File: src/rtl/fetch_decode_buffer.sv
// IF->ID skid FIFO: holds fetched {pc, instr} pairs in order and presents the head to decode; optional FDB_ADEL_EN adds adelD.
// Latency: an entry pushed at edge N is visible on validD/instrD after that edge (registered, no IF->ID bypass).
// Backpressure: readyF drops when full (count only, no pop bypass); stallD holds the head; flushD empties.
module fetch_decode_buffer #(
    parameter int DEPTH = 2,
    parameter int AW    = 32,
    parameter int DW    = 32
) (
    input  logic          clk,
    input  logic          rst,
    input  logic          validF,
    output logic          readyF,
    input  logic [AW-1:0] pcF,
    input  logic [DW-1:0] instrF,
    input  logic          flushD,
    input  logic          stallD,
    output logic          validD,
    output logic [AW-1:0] pcD,
    output logic [DW-1:0] instrD,
    output logic [AW-1:0] pcplus4D
`ifdef FDB_ADEL_EN
    ,
    output logic          adelD
`endif
);

    localparam int PW = $clog2(DEPTH);
    localparam int CW = PW + 1;

    typedef struct packed {
        logic [AW-1:0] pc;
        logic [DW-1:0] instr;
`ifdef FDB_ADEL_EN
        logic          adel;
`endif
    } ent_t;

    ent_t          mem [DEPTH];
    ent_t          wr_ent;
    ent_t          head;
    logic [PW-1:0] rd_ptr;
    logic [PW-1:0] wr_ptr;
    logic [CW-1:0] count;
    logic          push;
    logic          pop;

    assign readyF = (count != CW'(DEPTH));
    assign validD = (count != '0);
    assign push   = validF & readyF & ~flushD;
    assign pop    = validD & ~stallD & ~flushD;
    assign head   = mem[rd_ptr];

    // Misaligned fetches are turned into no-ops so the decoder never acts on them.
    always_comb begin
        wr_ent       = '0;
        wr_ent.pc    = pcF;
        wr_ent.instr = instrF;
`ifdef FDB_ADEL_EN
        wr_ent.adel  = |pcF[1:0];
        if (wr_ent.adel)
            wr_ent.instr = '0;
`endif
    end

    always_ff @(posedge clk) begin
        if (rst || flushD) begin
            rd_ptr <= '0;
            wr_ptr <= '0;
            count  <= '0;
        end else begin
            if (push)
                wr_ptr <= wr_ptr + PW'(1);
            if (pop)
                rd_ptr <= rd_ptr + PW'(1);
            case ({push, pop})
                2'b10:   count <= count + CW'(1);
                2'b01:   count <= count - CW'(1);
                default: count <= count;
            endcase
        end
    end

    // Storage carries no reset; everything read out is qualified by validD.
    always_ff @(posedge clk) begin
        if (push)
            mem[wr_ptr] <= wr_ent;
    end

    always_comb begin
        pcD      = '0;
        instrD   = '0;
        pcplus4D = '0;
        if (validD) begin
            pcD      = head.pc;
            instrD   = head.instr;
            pcplus4D = head.pc + AW'(4);
        end
    end

`ifdef FDB_ADEL_EN
    assign adelD = validD & head.adel;
`endif

endmodule

File: config.mk
export PLATFORM = sky130hd
export DESIGN_NAME = fetch_decode_buffer
export DESIGN_NICKNAME = d
export VERILOG_FILES = /design/src/rtl/fetch_decode_buffer.sv
export SDC_FILE = /design/constraint.sdc
export NUM_CORES = 1
export LEC_CHECK = 0
export BUFFER_PORTS_ARGS = -buffer_cell sky130_fd_sc_hd__buf_2
export CAP_MARGIN = 20
export CORE_UTILIZATION = 53
export CTS_CLUSTER_SIZE = 25
export DETAILED_ROUTE_END_ITERATION = 10
export GPL_TIMING_DRIVEN = 0
export HOLD_SLACK_MARGIN = 0.05
export PLACE_DENSITY = 0.77
export SLEW_MARGIN = 20
export SYNTH_ARGS = -nofsm -noshare
export SYNTH_HDL_FRONTEND = slang
export SYNTH_SLANG_ARGS = --single-unit
File: constraint.sdc
create_clock -name clk -period 5.8 [get_ports clk]
set_input_delay 1.16 -clock clk [delete_from_list [all_inputs] [get_ports clk]]
set_output_delay 1.16 -clock clk [all_outputs]
set_load 0.005 [all_outputs]
Yosys cells after proc, flatten, opt, wreduce, memory -nomap -nowiden
Memories as Yosys holds them, arrays and structs flattened. A register that Yosys moved wholly into a read port is not among the register bits.
Index checks and enable logic that the tools add are counted.
Widths: inputs -> output; s select.
{ "classes": {"n_shift": 0, "n_div": 0, "muxes": 8, "n_bitwise": 6, "add_sub_neg": 5, "n_mul": 0, "n_eq_ne": 3, "n_lt_le_gt_ge": 0, "reduce_logical": 3} }
{ "op_table": {"columns": ["cell", "count"], "rows": [
  ["$mux 32", 3],
  ["$add 32x3->32 const B", 1],
  ["$and 1x1->1", 4],
  ["$mux 1", 4],
  ["$pmux 2 s2", 1],
  ["$reduce_bool 2->1", 2],
  ["$add 1x1->1 const B", 2],
  ["$add 2x1->2 const B", 1],
  ["$eq 2x1->1 const B", 1],
  ["$eq 2x2->1 const B", 1],
  ["$ne 2x2->1 const B", 1],
  ["$not 1->1", 2],
  ["$sub 2x1->2 const B", 1],
  ["$logic_or 1x1->1", 1]
]} }
{ "word_totals": {"ff_bits": 4, "out_inout_bits": 98, "mem_bits_rw": 128, "n_memories": 1, "word_cells": 29, "inputBits": 69, "rom_bits": 0, "latch_bits": 0} }
{ "memory_table": {"columns": ["name", "depth", "word_bits", "read_ports", "rd_ports_with_merged_regs", "wr", "line_no", "text"], "rows": [
  ["mem", 2, 64, 1, 1, 1, "38", "ent_t mem [DEPTH];"]
]} }

Logic depth before layout (Yosys ltp)
{ "depth": {"ltp_word": 5, "mapped_depth": 11, "mapped_depth_nobuf": 7} }

Worst setup path after synthesis
Ideal clock, no wire load.
{ "synth_path": {"path_type": "input-to-reg", "startpoint": "input flushD", "endpoint": "memory mem[0][0] (netlist bit), enable pin", "setup_slack_ns": 1.229, "t_required_ns": 5.313, "arrival_time_ns": 4.085, "path_stages": 2, "setup_time_ns": 0.487, "path_buffers": 0, "path_cell_list": "nand3b_1 > nor2_1"} }
{ "synth_between": {"elab_chain_cells": 4} }
{ "synth_rtl": {"columns": ["element", "line_no", "text"], "rows": [
  ["from (decl)", "15", "input logic flushD,"],
  ["$not 1->1", "49", "assign push = validF & readyF & ~flushD;"],
  ["$and 1x1->1", "49", null],
  ["$mux 1", "85", "if (push)"],
  ["$mux 1 (implied by the code)", "86", "mem[wr_ptr] <= wr_ent;"],
  ["to (decl)", "38", null]
]} }
No other way between the ends.

==> flow_summary.ini <==
[clock_tree]
cts.sinks = 133
tritoncts = done
numCtsBuffers = 17
clk_pin_slew_ns = 0.05
worstSkewPairLatency_ns = 0.42
clock_path_buffers = 2
h-tree-depth = 4
root_buffer = clkbuf_16
cts_resized = 0
cts_setup_buffers = 0
cts_hold_buf = 0

[placement]
placed_area_um2 = 7356
post-dp-hpwl_um = 10680
portBuffers = 166
gp_congestion = 0.8763

[grt]
grt_start_max_net_pins = 26
gr-usage-all-layers = 0.2489
grt_pass1_wl_um = 21630
first_global_vias = 4360
gr-total-overflow = 0
antenna_found_initial = 3

[sta]
period_share = 0.8112
drv_slew = 0
slew_headroom = 0.5704
rsz0062_at_grt = false
worstMarginPinSlew_ns = 0.6265
finalCriticalPeriod_ns = 4.705
max_freq_ghz = 0.2125
hold_violations = 0
setup_viol = 0
skew_ns = 0.01036
tns_ns = 0
timing.hold.ws_ns = 0.5588

[layout]
syn_to_final_growth_pct = 27.54
multi_input_area_um2 = 2096
nets = 728
final_common_cell = buf_2
drive_above_1_share = 0.3443
layout_common_cells = buf_2 (169), edfxtp_1 (128), nor2_1 (86)
stdcell_area_um2 = 7909
fill_cells = 834
area.sequential_um2 = 3944

[floorplan]
std_cell_rows = 39
dieArea_um2 = 12140
start_util = 0.5431
core-area_um2 = 11420
die_w_um = 110.2
io_pins = 167
fp.dieH_um = 110.2

[flow_run]
maxCapViolations = 0

[hold_path]
min_path_type = reg -> reg

[route]
drt_iter0_markers = 391
viasPerCell = 5.601
wl_per_cell_um = 18.00
finalWirelength_um = 14660
post-route-drc-count = 0
dr.pass1.iters = 5
routed-via-count = 4559
drtAntennaViolNets = 0

[pwr]
power_density_nw_per_um2 = 283.0
leakage_nw = 3.039
vdd_ir_drop_max_mv = 0.2462

[setup_path]
startpoint_type = flop
crit_arrival_ns = 3.55
worstSetupPathType = reg -> out
critPathCaptureType = primary output
critical_path_required_ns = 4.64
cp_max_fo = 10

[yosys]
synthTopCellsByArea = edfxtp_1 (62%), mux2i_1 (9.7%), nor2_1 (5.3%)
synth_top_flop_cell = edfxtp_1
async_flop_share = 0
syn_area_um2 = 6201
syn_avg_cell_area_um2 = 13.28
synth_edf_count = 128
synth_top_cell_by_area = edfxtp_1
synth_cell_types = 44
ys.warnings.count = 0
syn_nets = 538
ys_seq_area_frac = 0.6360
ys_ff_latch = 133
syn_inst = 467
synth_top_area_share = 0.6199

[outcome]
status = complete, no violations
power by group:
part	internal [W]	total, W	switching [W]
registers	0.00108	0.00110	0.0000128
clock network	0.000620	0.000986	0.000366
logic	0.0000662	0.000155	0.0000886
total	0.00177	0.00224	0.000467
cell families after synthesis:
kind of cell	share of synthesized area
buffers and inverters	0.02845
adder cells (fa/ha/maj)	0.004035
XOR/XNOR	0.03107
AND/OR/NAND/NOR	0.1471
AO/OA/AOI/OAI	0.04924
multiplexers	0.1041
flip-flops	0.6360
worst max-delay path, cell delays in order, from the launching register on:
cell and delay (ns):
dfxtp_1 0.32, buf_6 0.14, buf_6 0.16, buf_4 0.23, buf_4 0.25, mux2_2 0.21
ha_1 0.29, inv_1 0.14, a2111oi_4 0.42, nand4_1 0.26, nor2_1 0.24, mux2_2 0.36
buf_2 0.13
cells in the mapped netlist, types with 2 or more instances:
master and n:
a21oi_1 4, a22oi_2 3, a22oi_4 2, a31oi_1 3
and2_1 5, buf_2 3, buf_4 8, buf_6 4
clkbuf_1 9, dfxtp_1 5, edfxtp_1 128, ha_1 2
inv_1 5, mux2_2 4, mux2i_1 60, nand2_1 25
nand3_1 14, nand3b_1 10, nand4_1 11, nand4b_1 5
nand4b_4 3, nor2_1 88, nor2b_1 2, nor3_1 9
nor4_1 2, o21ai_0 9, o31a_1 2, o31ai_1 6
xnor2_1 19, xor2_1 3
flip-flops by register name, indices dropped and copies added, names as in the netlist, named ones only:
signal  flops
wr_ptr      1
rd_ptr      1
mem       128
count       2
per-layer routing:
metal	part of all wire	up-vias	track usage
met5	0.0018	-	0
met4	0.023	4	0.1222
met3	0.083	41	0.08936
met2	0.49	228	0.4143
met1	0.40	2160	0.2851
li1	-	2126	-
per-stage QoR:
stage	cells	utilization	power, W	setup slack, ns
3_5_place_dp	781	0.6442	0.001270	1.619
3_3_place_gp	776	0.6315	0.001260	-0.4111
5_1_grt	811	0.6920	0.002304	0.9921
6_report	814	0.6926	0.002238	1.095
2_1_floorplan	467	-	0.001192	1.229
4_1_cts	811	0.6920	0.002253	1.135
layout make-up:
class | instances | area share
multi-input combinational | 304 | 0.2650
timing repair buffer | 171 | 0.1215
sequential | 133 | 0.4987
antenna | 3 | 0.0009492
clock buffer | 19 | 0.05474
buffer | 25 | 0.01993
inverter | 5 | 0.002373
clock inverter | 11 | 0.01424
tap | 143 | 0.02262
final timing paths:
kind,from,end,slack (ns),depth (start not counted)
setup / recovery,flop,pcplus4D[24],1.09,12
hold reg to reg,rd_ptr,rd_ptr,0.56,2
setup reg to reg,count[0],mem[1][12],3.66,6
hold / removal,rd_ptr,rd_ptr,0.56,2
(Power assumes the default switching activity.)
